<file path="config.mk">
export PLATFORM = sky130hd
export DESIGN_NAME = sfifo_rd_ctrl_flat
export DESIGN_NICKNAME = d
export VERILOG_FILES = /design/src/rtl/sfifo_pkg.sv /design/src/rtl/sfifo_rd_ctrl_if.sv /design/src/rtl/sfifo_ptr_cnt.sv /design/src/rtl/sfifo_rd_ctrl.sv /design/src/flat_wrapper.sv
export SDC_FILE = /design/constraint.sdc
export NUM_CORES = 1
export LEC_CHECK = 0
export ABC_AREA = 1
export ABC_CLOCK_PERIOD_IN_PS = 2600
export BUFFER_PORTS_ARGS = -buffer_cell sky130_fd_sc_hd__buf_2
export CORE_MARGIN = 2
export CORE_UTILIZATION = 48
export DETAILED_ROUTE_END_ITERATION = 12
export PLACE_DENSITY = 0.82
export SYNTH_ARGS = -nofsm -noshare
export SYNTH_HDL_FRONTEND = slang
export SYNTH_SLANG_ARGS = --single-unit
</file>
<file path="constraint.sdc">
create_clock -name clk -period 2.6 [get_ports clk]
set_clock_uncertainty 0.2 [all_clocks]
set_input_delay 0.52 -clock clk [delete_from_list [all_inputs] [get_ports clk]]
set_output_delay 0.52 -clock clk [all_outputs]
set_load 0.01 [all_outputs]
</file>
<file path="src/rtl/sfifo_pkg.sv">
// sfifo_pkg: shared types and helpers for the synchronous FIFO read/write controllers.
package sfifo_pkg;

   typedef enum logic {
      IDLE  = 1'b0,
      VALID = 1'b1
   } rd_state_t;

   localparam int DEF_ADDR_W = 8;
   localparam int DEPTH      = 2**DEF_ADDR_W;

   // Pointers carry one extra wrap bit so full and empty can be told apart.
   function automatic int ptrWidth(input int addrW);
      return addrW + 1;
   endfunction

endpackage

</file>
<file path="src/rtl/sfifo_rd_ctrl_if.sv">
// sfifo_rd_ctrl_if: read-side bundle between the FIFO read controller, RAM, writer and consumer.
interface sfifo_rd_ctrl_if #(
   parameter int ADDR_W = 8
);
   logic              rd_req;
   logic [ADDR_W:0]   wr_ptr;
   logic              rd_en;
   logic [ADDR_W-1:0] rd_addr;
   logic [ADDR_W:0]   rd_ptr;
   logic              empty;
   logic              almost_empty;
   logic [ADDR_W:0]   level;
   logic              dout_valid;
   logic              underflow;

   modport master (
      input  rd_req, wr_ptr,
      output rd_en, rd_addr, rd_ptr, empty, almost_empty, level, dout_valid, underflow
   );

   modport slave (
      output rd_req, wr_ptr,
      input  rd_en, rd_addr, rd_ptr, empty, almost_empty, level, dout_valid, underflow
   );
endinterface

</file>
<file path="src/rtl/sfifo_ptr_cnt.sv">
// sfifo_ptr_cnt: ADDR_W+1-bit FIFO pointer with increment enable; shared by read and write sides.
module sfifo_ptr_cnt
   import sfifo_pkg::*;
#(
   parameter int ADDR_W = DEF_ADDR_W
) (
   input  logic                        clk,
   input  logic                        reset,
   input  logic                        inc,
   output logic [ptrWidth(ADDR_W)-1:0] ptr
);
   localparam int PW = ptrWidth(ADDR_W);

   // NOTE: state flops use non-blocking assignments and list the async reset in the sensitivity list.
   always_ff @(posedge clk or posedge reset) begin
      if (reset)    ptr <= '0;
      else if (inc) ptr <= ptr + PW'(1);
   end

endmodule

</file>
<file path="src/rtl/sfifo_rd_ctrl.sv">
// sfifo_rd_ctrl: FIFO read controller, standard or first-word-fall-through, with level and almost-empty.
// Define SFIFO_RD_UNDERFLOW_EN to build the sticky underflow flag; otherwise underflow is tied low.
module sfifo_rd_ctrl
   import sfifo_pkg::*;
#(
   parameter int ADDR_W    = DEF_ADDR_W,
   parameter bit FWFT      = 1'b0,
   parameter int AE_THRESH = 1
) (
   input logic             clk,
   input logic             reset,
   sfifo_rd_ctrl_if.master bus
);
   localparam int            PW       = ptrWidth(ADDR_W);
   localparam logic [PW-1:0] AE_LIMIT = PW'(AE_THRESH);

   logic [PW-1:0]     rdPtr;
   logic [PW-1:0]     wrPtr;
   logic [PW-1:0]     level;
   logic [ADDR_W-1:0] rdAddr;
   logic              rdReq;
   logic              rdEn;
   logic              popRd;
   logic              doutValid;
   logic              isEmpty;

   assign rdReq = bus.rd_req;
   assign wrPtr = bus.wr_ptr;

   // Committed pointer: the writer only sees words the consumer has really taken.
   sfifo_ptr_cnt #(.ADDR_W(ADDR_W)) rdPtrCnt (
      .clk   (clk),
      .reset (reset),
      .inc   (popRd),
      .ptr   (rdPtr)
   );

   assign level = wrPtr - rdPtr;

   generate
      if (FWFT == 1'b0) begin : gStd
         logic validQ;

         assign isEmpty = (wrPtr == rdPtr);
         assign rdEn    = rdReq && !isEmpty;
         assign popRd   = rdEn;
         assign rdAddr  = rdPtr[ADDR_W-1:0];

         always_ff @(posedge clk or posedge reset) begin
            if (reset) validQ <= 1'b0;
            else       validQ <= rdEn;
         end

         assign doutValid = validQ;
      end else begin : gFwft
         rd_state_t     state;
         rd_state_t     nextState;
         logic [PW-1:0] fetchPtr;
         logic          fetch;
         logic          pop;

         // Prefetch pointer runs at most one word ahead of rdPtr.
         sfifo_ptr_cnt #(.ADDR_W(ADDR_W)) fetchPtrCnt (
            .clk   (clk),
            .reset (reset),
            .inc   (fetch),
            .ptr   (fetchPtr)
         );

         always_ff @(posedge clk or posedge reset) begin
            if (reset) state <= IDLE;
            else       state <= nextState;
         end

         // NOTE: every combinational output gets a default first so no latch is inferred.
         always_comb begin
            nextState = state;
            case (state)
               IDLE:    if (fetch)         nextState = VALID;
               VALID:   if (pop && !fetch) nextState = IDLE;
               default:                    nextState = IDLE;
            endcase
         end

         always_comb begin
            doutValid = (state == VALID);
            pop       = rdReq && (state == VALID);
            fetch     = (fetchPtr != wrPtr) && ((state == IDLE) || pop);
         end

         assign isEmpty = !doutValid;
         assign rdEn    = fetch;
         assign popRd   = pop;
         assign rdAddr  = fetchPtr[ADDR_W-1:0];
      end
   endgenerate

`ifdef SFIFO_RD_UNDERFLOW_EN
   logic underflowQ;

   always_ff @(posedge clk or posedge reset) begin
      if (reset)                 underflowQ <= 1'b0;
      else if (rdReq && isEmpty) underflowQ <= 1'b1;
   end

   assign bus.underflow = underflowQ;
`else
   assign bus.underflow = 1'b0;
`endif

   assign bus.rd_en        = rdEn;
   assign bus.rd_addr      = rdAddr;
   assign bus.rd_ptr       = rdPtr;
   assign bus.empty        = isEmpty;
   assign bus.almost_empty = (level <= AE_LIMIT);
   assign bus.level        = level;
   assign bus.dout_valid   = doutValid;

endmodule

</file>
<file path="src/flat_wrapper.sv">
// flat-port wrapper written by rule: the top's interface ports become plain ports
module sfifo_rd_ctrl_flat import sfifo_pkg::*;
#(
   parameter int ADDR_W    = DEF_ADDR_W,
   parameter bit FWFT      = 1'b0,
   parameter int AE_THRESH = 1
)
  (clk, reset, bus_rd_req, bus_wr_ptr, bus_rd_en, bus_rd_addr, bus_rd_ptr, bus_empty, bus_almost_empty, bus_level, bus_dout_valid, bus_underflow);
  sfifo_rd_ctrl_if #(.ADDR_W(ADDR_W)) bus_i ();
  input logic clk;
  input logic reset;
  input wire logic [$bits(bus_i.rd_req)-1:0] bus_rd_req;
  input wire logic [$bits(bus_i.wr_ptr)-1:0] bus_wr_ptr;
  output wire logic [$bits(bus_i.rd_en)-1:0] bus_rd_en;
  output wire logic [$bits(bus_i.rd_addr)-1:0] bus_rd_addr;
  output wire logic [$bits(bus_i.rd_ptr)-1:0] bus_rd_ptr;
  output wire logic [$bits(bus_i.empty)-1:0] bus_empty;
  output wire logic [$bits(bus_i.almost_empty)-1:0] bus_almost_empty;
  output wire logic [$bits(bus_i.level)-1:0] bus_level;
  output wire logic [$bits(bus_i.dout_valid)-1:0] bus_dout_valid;
  output wire logic [$bits(bus_i.underflow)-1:0] bus_underflow;
  assign bus_i.rd_req = bus_rd_req;
  assign bus_i.wr_ptr = bus_wr_ptr;
  assign bus_rd_en = bus_i.rd_en;
  assign bus_rd_addr = bus_i.rd_addr;
  assign bus_rd_ptr = bus_i.rd_ptr;
  assign bus_empty = bus_i.empty;
  assign bus_almost_empty = bus_i.almost_empty;
  assign bus_level = bus_i.level;
  assign bus_dout_valid = bus_i.dout_valid;
  assign bus_underflow = bus_i.underflow;
  sfifo_rd_ctrl #(.ADDR_W(ADDR_W), .FWFT(FWFT), .AE_THRESH(AE_THRESH)) u_core (.clk(clk), .reset(reset), .bus(bus_i));
endmodule
</file>
=== Word level (Yosys, flattened, before mapping) ===
Index checks and enable logic that the tools add are counted.

* Register bits: 10
* Word-level logic and storage cells: 8
* Output and inout port bits: 31

* Reductions and logical operators: 2
* Eq/ne operators: 1
* $lt $le $gt $ge: 1
* Add/subtract/negate cells: 2

{| class="wikitable"
|+ Operator list
! kind !! number
|-
| $add A9 B1 Y9 const B || 1
|-
| $eq A9 B9 Y1 || 1
|-
| $le A9 B1 Y1 const B || 1
|-
| $sub A9 B9 Y9 || 1
|-
| $logic_and A1 B1 Y1 || 1
|-
| $logic_not A1 Y1 || 1
|}

=== Depth between registers and ports, before layout ===
* Depth in word-level cells: 3
* Gate-level depth with buffers: 13
* Mapped depth without buffers: 13

=== By module ===
A second synthesis with hierarchy kept.

* Cell total of the unflattened synthesis: 174
* Area total of the unflattened synthesis: 1114.8 um^2

{| class="wikitable"
|+ Modules (own cells, without submodules)
! module !! cells each !! times used !! area an instance (um^2)
|-
| sfifo_rd_ctrl || 123 || 1 || 660.6
|-
| sfifo_ptr_cnt || 51 || 1 || 454.2
|}

=== Least setup slack after synthesis ===
No wires, ideal clock.

* Kind: in2out
* From: in bus_wr_ptr[0]
* To: out bus_almost_empty
* Required time: 1880 ps
* Arrival time: 1883 ps
* Setup slack: -3 ps
* Cell stages on the path: 13
* Cells stage by stage: inv_1 > ha_1 > inv_1 > fa_1 > nand2_1 > nand2_1 > nand3_1 > nand2_1 > nand2_1 > nand2_1 > nor2_1 > nand2_1 > nor2_1

* Cells in the longest elaborated chain, start to end: 2

{| class="wikitable"
|+ RTL lines
! element !! line !! source
|-
| from (decl) || flat_wrapper.sv:13 || <nowiki>input wire logic [$bits(bus_i.wr_ptr)-1:0] bus_wr_ptr;</nowiki>
|-
| $sub A9 B9 Y9 || sfifo_rd_ctrl.sv:38 || <nowiki>assign level = wrPtr - rdPtr;</nowiki>
|-
| via bus_level[6] || flat_wrapper.sv:19 || <nowiki>output wire logic [$bits(bus_i.level)-1:0] bus_level;</nowiki>
|-
| $le A9 B1 Y1 || sfifo_rd_ctrl.sv:115 || <nowiki>assign bus.almost_empty = (level <= AE_LIMIT);</nowiki>
|-
| to (decl) || flat_wrapper.sv:18 || <nowiki>output wire logic [$bits(bus_i.almost_empty)-1:0] bus_almost_empty;</nowiki>
|}

The timed path passes the listed nets, and every way through them passes these cells.

=== Worst setup path in the final report ===
* From: in bus_wr_ptr[0]
* To: out bus_almost_empty

* Cells in the longest elaborated chain, start to end: 2

{| class="wikitable"
|+ RTL lines
! element !! line
|-
| $sub A9 B9 Y9 || sfifo_rd_ctrl.sv:38
|-
| $le A9 B1 Y1 || sfifo_rd_ctrl.sv:115
|}

Every way passes these cells.

==> metrics.md <==
| Metric | Value |
|---|---|
| Outcome | `complete, but fails checks` |
| Failing checks | `setup timing` |
| Final Cycle Share | `104%` |
| Time the worst path needs with I/O delays and setup | `2710 ps` |
| CTS tree | `yes` |
| Initial core utilization | `52.1%` |
| ANT cells | `0` |
| Final Hold Fails | `0` |
| Max Cap Viol | `0` |
| Clock Sinks | `10` |
| Register bit count reported by yosys | `10` |
| Vias in the first global route | `1046` |
| Pre-CTS WS | `-222 ps` |
| DP HPWL | `2.03 mm` |
| Row Count | `16` |
| Full die area | `2560 um^2` |
| Seq pwr share | `14.4%` |
| Clock buffer depth | `2` |
| Logic gate share of total power | `80.2%` |
| Synthesized Nets | `177` |
| Clk network pwr share | `5.4%` |
| Leak pwr | `0.806 nW` |
| Total GRT Usage | `20.3%` |
| Post-synth EDFFs | `0` |
| Die Wd | `50.6 um` |
| Most numerous cell in the Yosys netlist | `nand2_1` |
| Crit path launch type | `primary input` |
| Cell Int Power | `0.918 mW` |
| Cells after Synth | `155` |
| HP Class | `in2async` |
| Fin cells | `227` |
| Wire per inst | `11.8 um` |
| DRT Wirelength | `2.68 mm` |
| Routed vias/inst | `5.02` |
| Top-area cell type share of the netlist area | `24.0%` |
| Sequential area share after synthesis | `24.0%` |
| Worst EP arrival | `1990 ps` |
| RSZ-0062 raised after global routing | `yes` |
| Final setup viols | `2` |
| Power per standard cell area | `1320 nW/um^2` |
| Total number of yosys warnings | `0` |
| Most used DFF post-synth | `dfrtp_1` |
| Fraction of layout cells with a size suffix above 1 | `40.5%` |
| Switching part of the total power | `50.5%` |
| Layout Nets | `224` |
| CP Launch Point | `bus_wr_ptr[0]` |
| Post-layout util | `70.0%` |
| FFs w/ async S/R, synth | `100%` |
| DIE HEIGHT | `50.6 um` |
| Leading post-synthesis cells by cell area | `dfrtp_1 24%, nand2_1 14%, ha_1 11%` |
| Cell taking the most area after synthesis | `dfrtp_1` |
| Mapped Area | `1040 um^2` |
| Initial antenna violation count | `0` |
| Fmax | `369 MHz` |
| Synth top cells by count | `40 x nand2_1, 29 x inv_1, 16 x nand3_1, 11 x nor2_1, 10 x dfrtp_1` |
| Post-layout instance area | `1400 um^2` |
| Required time worst endpoint | `1880 ps` |
| Total global routing overflow | `0` |
| Placer Congestion | `0.817` |
| Crit. End Element | `output port` |
| CP Class | `in2out` |
| Dpl cell area | `1270 um^2` |
| Final antenna-violating net count | `0` |
| CP max FO | `3` |
| Yosys cell types | `22` |
| CTS HTree Levels | `1` |
| Layout area overhead | `34.3%` |
| Peak supply drop | `0.753 mV` |
| Worst-Skew Late Latency | `260 ps` |
| Placeable core region | `2000 um^2` |
| Vias | `1139` |
| TritonRoute pass-1 iters | `4` |
| Mean Syn Cell Area | `6.73 um^2` |
| FF-to-FF setup slack | `690 ps` |
| Total CTS buffers | `3` |
| Port Buffers | `41` |
| DR DRC count | `0` |
| RR Endpoint | `u_core.rdPtrCnt.ptr[8]` |
| Global-route wire length before repair | `4.09 mm` |
| Net Switching | `0.936 mW` |
| Clock Pin Slew Worst Setup and Hold Paths | `60 ps` |
| Largest net degree at the start of global routing | `11` |
| Final hold slack | `27.9 ps` |
| FF-to-FF Start | `u_core.rdPtrCnt.ptr[5]` |
| Initial drt markers | `24` |
| Placed cell count | `221` |
| Root Buffer | `clkbuf_4` |
| # IOs | `43` |
| Slew Limit Fails | `0` |
| Min setup slack post-route | `-111 ps` |
| Worst r2r path cells | `10` |
==> layout make-up <==
| type | instances | area [um^2] |
|---|---|---|
| well taps | 27 | 33.8 |
| clock buffers | 3 | 22.5 |
| multi-input cells | 105 | 686 |
| flip-flops and latches | 10 | 250 |
| fillers | 175 | 601 |
| inverters | 30 | 115 |
| repair buffers | 52 | 294 |
==> power groups by stage <==
stage / combinational, mW / sequential [mW] / clock, mW
6_report: 1.49 / 0.267 / 0.0997
5_1_grt: 1.64 / 0.275 / 0.111
4_1_cts: 1.34 / 0.266 / 0.106
3_5_place_dp: 1.26 / 0.288 / 0
3_3_place_gp: 1.22 / 0.283 / 0
2_1_floorplan: 0.823 / 0.340 / 0
==> registers in the layout, indices dropped and copies added (netlist names) <==
register / cells
u_core.bus.dout_valid: 1
u_core.rdPtrCnt.ptr: 9
==> critical path, stage by stage <==
cell	delay, ps
buf_2	100
inv_1	50
ha_2	160
inv_2	40
fa_2	360
nand2_2	100
nand2_4	60
nand3_2	90
nand2_2	60
nand2_2	70
nand2_2	60
nor2_2	70
nand2_1	60
nor2_2	70
buf_2	130
==> per-layer routing <==
metal	track usage (%)	wire length, um
met4	8.11	29
met3	0.893	122
met5	0	0
met1	24.2	1110
met2	37.7	1420
==> layout by cell type, fill, tap and decap left out, types with 4 or more instances in the layout <==
master and instances:
buf_2 40, dfrtp_1 10, xor2_1 6, nand2_1 35, nor2_1 10, ha_1 4, buf_4 11, nand2_2 7
nand3_1 14, inv_1 28
==> worst max-delay path by stage <==
stage                                  end  slack [ps]  depth (start not counted)
after floorplan           bus_almost_empty          30                         13
after global placement    bus_almost_empty        -140                         15
after detailed placement  bus_almost_empty        -220                         15
after CTS                 bus_almost_empty        -140                         15
after global routing      bus_almost_empty        -240                         15
final                     bus_almost_empty        -110                         15
==> per-stage QoR <==
stage	power, mW	TNS (ps)
finish	1.85	-148
global route	2.02	-508
CTS	1.71	-207
detailed placement	1.54	-436
global placement	1.50	-249
floorplan	1.16	0
==> timing repair <==
item,in CTS,in global routing
setup buffers,3,0
pin swaps,3,5
endpoints found under the setup margin,4,6
hold buffers,0,0
resized for setup,5,16
==> cell families after synthesis <==
kind of cell / after synthesis / synth area share, %
AOI/OAI and AO/OA: 9 / 4.80
DFF: 10 / 24.0
and+or+nand+nor: 77 / 32.9
buffers and inverters: 40 / 18.6
other: 1 / 0.359
adders and majority gates: 10 / 12.7
xor gates and xnor gates: 8 / 6.71
No activity file was read; power rests on OpenSTA's default activity.
